$ cat src/rtl/ftoi_pipe.sv
`default_nettype none
// ============================================================================
// Module   : ftoi_pipe
// Purpose  : float32 -> signed/unsigned integer converter with selectable
//            rounding, saturation and NV/NX flags, behind a valid/ready
//            pipeline that carries a flag/address tag with each operation.
// Revision : 1.0 - initial release
// ============================================================================
module ftoi_pipe #(
    parameter int OUT_W  = 32,
    parameter int ADDR_W = 5,
    parameter int LAT    = 2
) (
    input  logic              clk,
    input  logic              rst,
    input  logic              in_valid,
    output logic              in_ready,
    input  logic [31:0]       adata,
    input  logic [2:0]        rm,
    input  logic              is_unsigned,
    input  logic              flag_in,
    input  logic [ADDR_W-1:0] address_in,
    output logic              out_valid,
    input  logic              out_ready,
    output logic [OUT_W-1:0]  result,
    output logic              nv,
    output logic              nx,
    output logic              flag_out,
    output logic [ADDR_W-1:0] address_out
);

    // Working width holds the largest in-range magnitude plus the rounding carry.
    localparam int c_MW = (OUT_W + 2 > 25) ? OUT_W + 2 : 25;
    localparam logic [c_MW-1:0]  c_ONE      = c_MW'(1);
    localparam logic [c_MW-1:0]  c_SMAX     = (c_ONE << (OUT_W - 1)) - c_ONE;
    localparam logic [c_MW-1:0]  c_SNEG     = c_ONE << (OUT_W - 1);
    localparam logic [c_MW-1:0]  c_UMAX     = (c_ONE << OUT_W) - c_ONE;
    localparam logic [OUT_W-1:0] c_RES_SMAX = {1'b0, {(OUT_W - 1){1'b1}}};
    localparam logic [OUT_W-1:0] c_RES_SMIN = {1'b1, {(OUT_W - 1){1'b0}}};
    localparam logic [OUT_W-1:0] c_RES_UMAX = {OUT_W{1'b1}};
    localparam logic signed [9:0] c_EBIG    = 10'(OUT_W + 1);

    logic                w_en;
    logic                w_acc;
    logic                w_s;
    logic [7:0]          w_exp;
    logic [22:0]         w_man;
    logic [23:0]         w_sig;
    logic signed [9:0]   w_e;
    logic [9:0]          w_lsh;
    logic [4:0]          w_rsh;
    logic [47:0]         w_ext;
    logic [c_MW-1:0]     w_mag;
    logic [c_MW-1:0]     w_rmag;
    logic                w_g;
    logic                w_st;
    logic                w_inc;
    logic                w_legal;
    logic [OUT_W-1:0]    w_sat;
    logic [OUT_W-1:0]    w_res;
    logic                w_nv;
    logic                w_nx;

    logic [LAT-1:0]      r_valid;
    logic [OUT_W-1:0]    r_res  [LAT];
    logic                r_nv   [LAT];
    logic                r_nx   [LAT];
    logic                r_flag [LAT];
    logic [ADDR_W-1:0]   r_addr [LAT];

    assign w_s   = adata[31];
    assign w_exp = adata[30:23];
    assign w_man = adata[22:0];
    assign w_sig = {1'b1, w_man};
    assign w_e   = $signed({2'b00, w_exp}) - 10'sd127;
    assign w_lsh = 10'(w_e - 10'sd23);
    assign w_rsh = 5'(10'sd23 - w_e);

    // Right shift of {sig,0} leaves the guard bit and sticky bits below the integer part.
    always_comb begin
        w_mag = '0;
        w_g   = 1'b0;
        w_st  = 1'b0;
        w_ext = {w_sig, 24'b0} >> w_rsh;
        if (w_e >= 10'sd23) begin
            w_mag = c_MW'(w_sig) << w_lsh;
        end else if (w_e >= -10'sd1) begin
            w_mag = c_MW'(w_ext[47:24]);
            w_g   = w_ext[23];
            w_st  = |w_ext[22:0];
        end else begin
            w_st  = 1'b1;
        end
    end

    always_comb begin
        w_inc = 1'b0;
        case (rm)
            3'd0:    w_inc = w_g & (w_st | w_mag[0]);
            3'd1:    w_inc = 1'b0;
            3'd2:    w_inc = w_s & (w_g | w_st);
            3'd3:    w_inc = ~w_s & (w_g | w_st);
            default: w_inc = w_g;
        endcase
    end

    assign w_rmag = w_mag + c_MW'(w_inc);

    always_comb begin
        w_legal = 1'b0;
        w_sat   = '0;
        if (is_unsigned) begin
            w_legal = (~w_s && (w_rmag <= c_UMAX)) || (w_rmag == '0);
            w_sat   = w_s ? '0 : c_RES_UMAX;
        end else begin
            w_legal = w_s ? (w_rmag <= c_SNEG) : (w_rmag <= c_SMAX);
            w_sat   = w_s ? c_RES_SMIN : c_RES_SMAX;
        end
    end

    always_comb begin
        w_res = '0;
        w_nv  = 1'b0;
        w_nx  = 1'b0;
        if (w_exp == 8'hFF) begin
            w_nv  = 1'b1;
            w_res = (w_man != '0) ? (is_unsigned ? c_RES_UMAX : c_RES_SMAX) : w_sat;
        end else if (w_exp == 8'h00) begin
            w_res = '0;
        end else if ((w_e >= c_EBIG) || !w_legal) begin
            w_nv  = 1'b1;
            w_res = w_sat;
        end else begin
            w_res = (!is_unsigned && w_s) ? OUT_W'(-w_rmag) : OUT_W'(w_rmag);
            w_nx  = w_g | w_st;
        end
    end

    assign w_en     = ~out_valid | out_ready;
    assign in_ready = w_en & ~rst;
    assign w_acc    = in_valid & in_ready;

    // Every stage advances together; idle slots carry zeroed payload.
    always_ff @(posedge clk) begin
        if (rst) begin
            r_valid <= '0;
            for (int i = 0; i < LAT; i++) begin
                r_res[i]  <= '0;
                r_nv[i]   <= 1'b0;
                r_nx[i]   <= 1'b0;
                r_flag[i] <= 1'b0;
                r_addr[i] <= '0;
            end
        end else if (w_en) begin
            r_valid[0] <= w_acc;
            r_res[0]   <= w_acc ? w_res : '0;
            r_nv[0]    <= w_acc & w_nv;
            r_nx[0]    <= w_acc & w_nx;
            r_flag[0]  <= w_acc & flag_in;
            r_addr[0]  <= w_acc ? address_in : '0;
            for (int i = 1; i < LAT; i++) begin
                r_valid[i] <= r_valid[i-1];
                r_res[i]   <= r_res[i-1];
                r_nv[i]    <= r_nv[i-1];
                r_nx[i]    <= r_nx[i-1];
                r_flag[i]  <= r_flag[i-1];
                r_addr[i]  <= r_addr[i-1];
            end
        end
    end

    assign out_valid   = r_valid[LAT-1];
    assign result      = r_res[LAT-1];
    assign nv          = r_nv[LAT-1];
    assign nx          = r_nx[LAT-1];
    assign flag_out    = r_flag[LAT-1];
    assign address_out = r_addr[LAT-1];

endmodule
`default_nettype wire

$ cat config.mk
export PLATFORM = sky130hd
export DESIGN_NAME = ftoi_pipe
export DESIGN_NICKNAME = d
export VERILOG_FILES = /design/src/rtl/ftoi_pipe.sv
export SDC_FILE = /design/constraint.sdc
export NUM_CORES = 1
export LEC_CHECK = 0
export BUFFER_PORTS_ARGS = -buffer_cell sky130_fd_sc_hd__buf_2
export CORE_MARGIN = 2
export CORE_UTILIZATION = 45
export DETAILED_ROUTE_END_ITERATION = 12
export RECOVER_POWER = 25
export SYNTH_ARGS = -nofsm -noshare
export SYNTH_HDL_FRONTEND = slang
export SYNTH_SLANG_ARGS = --single-unit
export TNS_END_PERCENT = 1
$ cat constraint.sdc
create_clock -name clk -period 14.2 [get_ports clk]
set_clock_uncertainty 0.1 [all_clocks]
set_input_delay 0.71 -clock clk [delete_from_list [all_inputs] [get_ports clk]]
set_output_delay 0.71 -clock clk [all_outputs]
set_load 0.01 [all_outputs]
* After elaboration in Yosys (flattened, before gate mapping)
Memory sizes are Yosys's and may differ from the RTL's.
Index checks and enable logic that the tools add are counted.
** Storage, ports and cells
- Register bits after elaboration :: 2
- Bits in writable memories :: 80
- Output and inout bits :: 42
- Memories kept :: 5
** Cells by class
- Add/sub/neg operators :: 5
- Magnitude comparators :: 6
- Equality and inequality tests :: 4
- Shift operators :: 2
- Mux-type cells :: 41
- Bitwise logic cells :: 24
- Reduce and logical (&&, ||, !) cells :: 11
** Memories
- r_res :: words 2, width 32, rd ports 2, clocked after Yosys merged registers in 0, write ports 2, line 65 : logic [OUT_W-1:0] r_res [LAT];
- r_addr :: words 2, width 5, rd ports 2, clocked after Yosys merged registers in 0, write ports 2, line 69 : logic [ADDR_W-1:0] r_addr [LAT];
- r_flag :: words 2, width 1, rd ports 2, clocked after Yosys merged registers in 0, write ports 2, line 68 : logic r_flag [LAT];
- r_nv :: words 2, width 1, rd ports 2, clocked after Yosys merged registers in 0, write ports 2, line 66 : logic r_nv [LAT];
- r_nx :: words 2, width 1, rd ports 2, clocked after Yosys merged registers in 0, write ports 2, line 67 : logic r_nx [LAT];
** Operator list (number)
- two-way mux 32 bit :: 12
- less-or-equal comparator 34 x 32 -> 1 bit (second input constant) :: 2
- >> shifter 48 x 5 -> 48 bit :: 1
- adder 34 x 1 -> 34 bit :: 1
- less-or-equal comparator 34 x 31 -> 1 bit (second input constant) :: 1
- zero test 34 bit :: 1
- two-way mux 34 bit :: 1
- left shift 24 x 10 -> 34 bit :: 1
- negator 32 bit :: 1
- two-way mux 24 bit :: 1
- two-way mux 1 bit :: 23
- nonzero test 23 bit :: 1
- OR reduction 23 bit :: 1
- two-way mux 5 bit :: 3
- bitwise OR 1 bit :: 13
- subtractor 9 x 6 -> 10 bit (second input constant) :: 1
- >= comparator 9 x 1 -> 1 bit (second input constant) :: 1
- >= comparator 9 x 6 -> 1 bit (second input constant) :: 1
- >= comparator 9 x 7 -> 1 bit (second input constant) :: 1
- subtractor 8 x 7 -> 9 bit (second input constant) :: 1
- bitwise AND 1 bit :: 8
- == test 8 bit (second input constant) :: 1
- zero test 8 bit :: 1
- == test 3 x 2 -> 1 bit (second input constant) :: 2
- 8 further kinds :: 13

* Depth between registers and ports, before layout
Gate-level depths: netlist of run 1.
- Word-level depth :: 21
- Depth in mapped cells :: 39

* Worst setup path before layout of run 1
OpenSTA, ideal clock, no wires.
- Path kind :: in2reg
- Start :: in adata[23]
- End :: mem r_res[0][0] (data pin)
- Setup time :: 280 ps
- Arrival :: 8034 ps
- Data required time :: 13820 ps
- Setup slack :: 5785 ps
- Stages on the path :: 39
- Path buffers :: 14
- Path through :: buf_4 inv_2 buf_2 clkbuf_1 buf_1 ha_1 buf_4 buf_6 buf_6 buf_6 buf_6 buf_2 buf_2 mux2_2 o21ai_0 a21oi_1 o21ai_0 nand3b_1 [... 3 more ...] nor2_1 nor2_1 nor3_1 o21ai_0 a21oi_1 ha_1 ha_1 and3_1 clkbuf_1 a311oi_1 o22ai_1 nor4b_4 nand4_4 a2111oi_4 or2_1 buf_4 buf_6 a21oi_1
** RTL lines
- start, declared :: line 18 : input logic [31:0] adata,
- end, declared :: line 65

==> flow_summary_export.csv, run 1 <==
group,metric,value,unit
status,status,"completed",
timing,max_clock_freq,113,MHz
final_layout,final_cell_mix,"nand2_1 (107), edfxtp_1 (80), nor2_1 (77), mux2i_1 (56)",
clocking,cts_hold_buf,0,
clocking,numCtsBuffers,9,
critical_path,cpMostUsedCell,"a21oi_1",
global_routing,overflow,0,
floorplan,start_util,45.8,%
timing,setup_tns,0,ns
logic_synthesis,yosysUniqueCellTypes,100,
clocking,clk_pin_slew_worst_paths,0.07,ns
logic_synthesis,synth.top_cell.area_share,24.0,%
logic_synthesis,synth_edf_count,80,
final_layout,drive_gt1_share,17.6,%
global_routing,grt_pass1_wl,48.6,mm
critical_path,worstReg2RegEnd,"r_res[0][19]",
logic_synthesis,synth.yosys.seq_area_share,24.4,%
global_routing,antenna_found_initial,0,
drt,routedWlPerCell,21.5,µm
critical_path,worstPathArrival,8.82,ns
clocking,cts_max_level,3,
final_layout,area_delta_synth_final,4.78,%
final_layout,fillCellCount,2165,
drt,via_per_inst,6.46,
timing,worst-slew-pin-transition,1.46,ns
drt,drtIter0Drc,999,
critical_path,cp.depth,28,
final_layout,fin_nets,1208,
critical_path,max_stage_delay,0.70,ns
hold_path,worstHoldEndpoint,"r_valid[0]",
floorplan,dieArea,23400,µm²
logic_synthesis,synth_fp_nets,1214,
timing,period_needed,8.85,ns
critical_path,cp_max_fo,71,
placed_design,place.port_buffers,87,
critical_path,critical_path_required,14.17,ns
clocking,post_cts_buffers,0,
timing,rsz0062_at_grt,"no",
floorplan,placeableCoreArea,21800,µm²
clocking,cts_buffer_depth,2,
floorplan,ios,88,
placed_design,gp_congestion,1.03,
final_layout,n_antenna_cell,0,
critical_path,ff2ff_path_depth,9,
global_routing,grt_use_total,25.8,%
drt,routed_wl,30.9,mm
clocking,root_buffer,"clkbuf_16",
clocking,ctsResizeCount,0,
floorplan,die_h,153,µm
timing,timing.hold.ws,0.372,ns
logic_synthesis,yosys.area.top_type,"edfxtp_1",
logic_synthesis,yosys-top-cells-area,"edfxtp_1 (24%), mux2i_1 (5.6%), mux4_2 (5.0%), nand2_1 (4.0%), xnor2_1 (3.7%)",
logic_synthesis,yosys_warnings,0,
timing,hold_viol_final,0,
hold_path,hold_start,"r_valid[0]",
critical_path,path_class,"in2reg",
critical_path,ff2ff_setup_slack,10.31,ns
drt,antenna_left,0,
power,peakVddDrop,0.0615,mV
logic_synthesis,syn_inst,1156,
drt,vias,9276,
final_layout,layout_commonest_cell,"nand2_1",
timing,relSlewSlack,2.36,%
floorplan,die_width,153,µm
timing,fin_crit_sh,62.3,%
clocking,cts_tree,"built",
placed_design,hpwl,23.6,mm
critical_path,critPathBufInv,4,
clocking,clock_sinks,82,
critical_path,cpMaxStageDelayCell,"buf_4",
flow_run,cap_violations,0,
hold_path,hold_class,"reg2reg",
global_routing,grt_pass1_vias,8367,
clocking,clock_latency,0.34,ns
logic_synthesis,synth_seq_cells,82,
drt,dr.pass1.iters,5,
timing,setup_viol,0,
timing,worst_slack,5.35,ns
logic_synthesis,synthArstFlopShare,0,%
logic_synthesis,syn_area_per_cell,8.65,µm²
hold_path,min_delay_path_depth,2,
power,p_per_area,87.1,nW/µm²
floorplan,rows,54,
timing,final_max_slew_viol_count,0,
placed_design,place_ws,5.18,ns
critical_path,r2r-start,"r_valid[1]",
drt,drcViolationCount,0,
global_routing,grt_max_degree,82,
critical_path,end_kind,"register",
logic_synthesis,ys.flop_type,"edfxtp_1",
placed_design,place_area,10200,µm²
final_layout,final_area,10500,µm²
critical_path,crit_family,"compound AO/OA/AOI/OAI gates",
logic_synthesis,synth.cell_area,9990,µm²
critical_path,start_kind,"input port",
power,p_leak,3.91,nW
==> metrics by stage <==
step,util (%),power (W),instances
finish,48.0,0.000912,1435
global route,48.0,0.000957,1435
floorplan,-,0.000598,1156
global placement,46.9,0.000690,1419
CTS,48.2,0.000911,1435
detailed placement,46.9,0.000691,1419
==> worst register-to-register path: stages, from the launching register on <==
cell and delay, ns:
dfxtp_1 0.30, nor2b_1 0.17, nor2_2 0.09, clkbuf_1 1.06
nand2_1 0.28, a31o_2 0.33, a41oi_1 0.62, nand2_1 0.11
nor3_1 0.50, a31o_2 0.19
==> kinds of logic after synthesis <==
| kind of cell | count (synthesis) | share of synthesized area, % |
|---|---|---|
| simple gates | 429 | 23.0 |
| fa+ha+maj | 12 | 1.50 |
| compound gates | 323 | 24.2 |
| mux | 102 | 13.3 |
| buf+inv | 147 | 8.17 |
| flops | 82 | 24.4 |
| xor+xnor | 61 | 5.42 |
==> routing by layer <==
| layer | vias to the layer above | share of wire (%) | GRT usage (%) |
|---|---|---|---|
| li1 | 4340 | - | - |
| met1 | 4438 | 44 | 36.2 |
| met2 | 425 | 44 | 39.9 |
| met3 | 73 | 7.4 | 3.97 |
| met4 | 0 | 4.2 | 10.4 |
| met5 | - | 0 | 0 |
==> synth_stat cells, drive strengths merged, types with 4 or more instances <==
cell type  number
a22o            4
o221a           4
xnor2          43
buf            84
nor2           78
nor3           38
a31oi          16
a21o            6
edfxtp         80
a211oi         23
nand4          14
ha             12
nor4b           5
nor3b           6
o211a           4
nand4b          5
mux2           24
nand2         110
and2           53
nand3b         11
and3           21
o211ai         18
or2             8
a31o           10
nand2b         13
or3             7
a21boi          7
xor2           18
a2111oi        11
a21oi          73
o221ai          6
o32a            4
mux2i          56
nand3          25
o21ai          56
inv            23
o31ai          12
o22ai          20
nor2b          11
clkbuf         40
mux4           22
nor4           16
o22a            6
==> layout make-up <==
class / instances / area, µm² / area share, %
clock buffer: 10 / 229 / 2.19
clock inverter: 6 / 48.8 / 0.466
inverter: 23 / 86.3 / 0.824
multi-input combinational: 927 / 6780 / 64.8
sequential: 82 / 2440 / 23.3
tap: 280 / 350 / 3.35
timing repair buffer: 107 / 534 / 5.10
==> report_power, final <==
| part | internal [W] | total [W] | switching (W) | leakage [nW] |
|---|---|---|---|---|
| sequential | 0.000287 | 0.000291 | 0.00000428 | 0.971 |
| combinational | 0.000143 | 0.000402 | 0.000259 | 2.80 |
| clock | 0.000121 | 0.000219 | 0.0000980 | 0.131 |
| total | 0.000551 | 0.000912 | 0.000361 | 3.91 |
==> how the worst max path moves through the flow <==
stage          startpoint     endpoint  slack [ns]
6_report        adata[23]  r_res[0][1]        5.35
5_1_grt         adata[23]  r_res[0][1]        4.80
4_1_cts         adata[23]  r_res[0][1]        5.52
3_5_place_dp    adata[23]  r_res[0][1]        5.18
3_3_place_gp    adata[23]  r_res[0][0]        5.38
2_1_floorplan   adata[23]  r_res[0][0]        5.79
==> sequential cells by signal, summed over array words and instances (netlist names) <==
name,flops
r_res,64
r_nx,2
r_flag,2
r_nv,2
r_addr,10
r_valid,2
Note: power is estimated with default switching activity, not from simulation.
==> run 2, diff against run 1 <==
- clock period: 14.2 -> 9 ns (I/O delays scaled with it)
==> flow_summary_export.csv, run 2 (synthesized netlist as in run 1, its figures left out) <==
group,metric,value,unit
status,status,"completed",
final_layout,instances_no_fill,1434,
placed_design,place_ws,0.794,ns
final_layout,layout_commonest_cell,"nand2_1",
placed_design,hpwl,24.0,mm
drt,drtIter0Drc,947,
floorplan,placeableCoreArea,21800,µm²
clocking,cts_tree,"built",
final_layout,regArea,2440,µm²
critical_path,worstPathArrival,8.02,ns
flow_run,cap_violations,0,
clocking,numCtsBuffers,9,
timing,worst-slew-pin-transition,1.45,ns
clocking,clk_pin_slew_worst_paths,0.07,ns
floorplan,die_h,153,µm
global_routing,grt_max_degree,82,
timing,setup_tns,0,ns
drt,via_per_inst,6.44,
power,swShare,38.4,%
power,p_leak,3.92,nW
power,p_int,0.000925,W
final_layout,final_area,10500,µm²
final_layout,largest_reg_flops,64,
hold_path,worstHoldEndpoint,"r_valid[1]",
timing,worst_slack,0.959,ns
hold_path,min_delay_path_depth,2,
hold_path,hold_class,"in2reg",
power,pwr-share-seq,30.6,%
power,peakVddDrop,0.0900,mV
power,clkPwrFrac,26.6,%
critical_path,r2r-start,"r_valid[1]",
clocking,cts_buffer_depth,2,
final_layout,top_register,"r_res",
drt,routed_wl,31.6,mm
critical_path,path_class,"in2reg",
timing,hold_viol_final,0,
drt,vias,9228,
final_layout,final_cell_mix,"nand2_1 (107), edfxtp_1 (80), nor2_1 (77), mux2i_1 (56)",
clocking,post_cts_buffers,0,
final_layout,area_delta_synth_final,5.22,%
final_layout,fillCellCount,2160,
floorplan,die_width,153,µm
critical_path,start_kind,"input port",
drt,routedWlPerCell,22.1,µm
floorplan,start_util,45.8,%
timing,relSlewSlack,3.23,%
hold_path,hold_start,"rst",
timing,setup_viol,0,
floorplan,ios,88,
final_layout,drive_gt1_share,17.3,%
clocking,ctsResizeCount,0,
final_layout,multi_input_area,6790,µm²
placed_design,gp_congestion,0.974,
critical_path,ff2ff_setup_slack,4.99,ns
power,combPwrFrac,42.7,%
timing,rsz0062_at_grt,"no",
clocking,cts_max_level,3,
timing,final_max_slew_viol_count,0,
critical_path,critical_path_required,8.98,ns
clocking,cts_hold_buf,0,
drt,dr.pass1.iters,5,
placed_design,dp.cells,1418,
final_layout,fin_nets,1207,
power,p_per_area,143,nW/µm²
drt,drcViolationCount,0,
timing,max_clock_freq,124,MHz
global_routing,grt_pass1_vias,8457,
placed_design,place_area,10200,µm²
final_layout,largest_registers,"r_res: 64 flops, r_addr: 10 flops",
clocking,root_buffer,"clkbuf_16",
critical_path,worstReg2RegEnd,"r_res[0][24]",
global_routing,grt_pass1_wl,49.1,mm
placed_design,place.port_buffers,87,
clocking,clock_latency,0.34,ns
final_layout,n_antenna_cell,0,
floorplan,dieArea,23400,µm²
critical_path,end_kind,"register",
power,p_sw,0.000576,W
critical_path,cp_max_fo,57,
clocking,clock_sinks,82,
critical_path,ff2ff_path_depth,9,
timing,period_needed,8.04,ns
floorplan,rows,54,
timing,fin_crit_sh,89.3,%
global_routing,antenna_found_initial,0,
global_routing,overflow,0,
global_routing,grt_use_total,26.3,%
drt,antenna_left,0,
## run 2: changes by cell type in the layout (fill, tap and decap cells not counted), sizes merged
cell / previous run / this run
bufinv: 0 / 2
buf: 68 / 64
clkbuf: 49 / 51
clkinvlp: 2 / 1
## run 2: worst max-delay path, stage by stage
cell and delay (ns):
buf_2 0.30, inv_2 0.09, ha_4 0.70, buf_4 0.36, mux2i_1 0.42, mux2_2 0.25
mux2i_1 0.12, a21oi_1 0.36, nand3b_1 0.12, nor4_1 0.39, o21ai_0 0.12, a2111oi_0 0.50
nor2_1 0.12, nor2_1 0.16, nor3_1 0.06, o21ai_0 0.14, a21oi_1 0.09, ha_1 0.25
ha_1 0.27, and3_1 0.26, a311oi_1 0.35, o22ai_1 0.23, nor4b_4 0.42, nand4_4 0.20
a2111oi_4 0.50, or2_1 0.16, buf_4 0.38, a21oi_1 0.13
## run 2: layer usage
metal	vias to the layer above	track usage, %	share of wire, %
met1	4451	36.4	44
met5	-	0	0
met2	396	41.8	45
met3	51	4.71	8.0
li1	4330	-	-
met4	0	8.55	3.0
## run 2: area by class of cell
| cell class | instances | area share [%] |
|---|---|---|
| multi-input combinational | 927 | 64.6 |
| sequential | 82 | 23.2 |
| timing repair buffer | 106 | 4.97 |
| tap | 280 | 3.33 |
| clock buffer | 9 | 2.14 |
| clock inverter | 7 | 0.952 |
| inverter | 23 | 0.821 |
## run 2: stage by stage
stage               total power [W]  utilization, %  hold slack, ns
floorplan                  0.000943               -           0.340
global route                0.00157            48.2           0.200
finish                      0.00150            48.2           0.210
detailed placement          0.00109            46.9           0.365
global placement            0.00109            46.9           0.358
CTS                         0.00150            48.4           0.191
## run 2: power by group through the flow
| stage | clock network, W | registers [W] | logic, W |
|---|---|---|---|
| floorplan | 0 | 0.000467 | 0.000476 |
| global placement | 0 | 0.000467 | 0.000627 |
| detailed placement | 0 | 0.000468 | 0.000626 |
| CTS | 0.000411 | 0.000460 | 0.000629 |
| global route | 0.000424 | 0.000463 | 0.000685 |
| finish | 0.000400 | 0.000460 | 0.000641 |
## run 2: worst max path at each step
stage	start	to	cells past startpoint
after global placement	adata[23]	r_res[0][0]	28
after CTS	adata[23]	r_res[0][3]	28
after global routing	adata[23]	r_res[0][3]	28
after detailed placement	adata[23]	r_res[0][3]	28
final	adata[23]	r_res[0][3]	28
after floorplan	adata[23]	r_res[0][0]	39
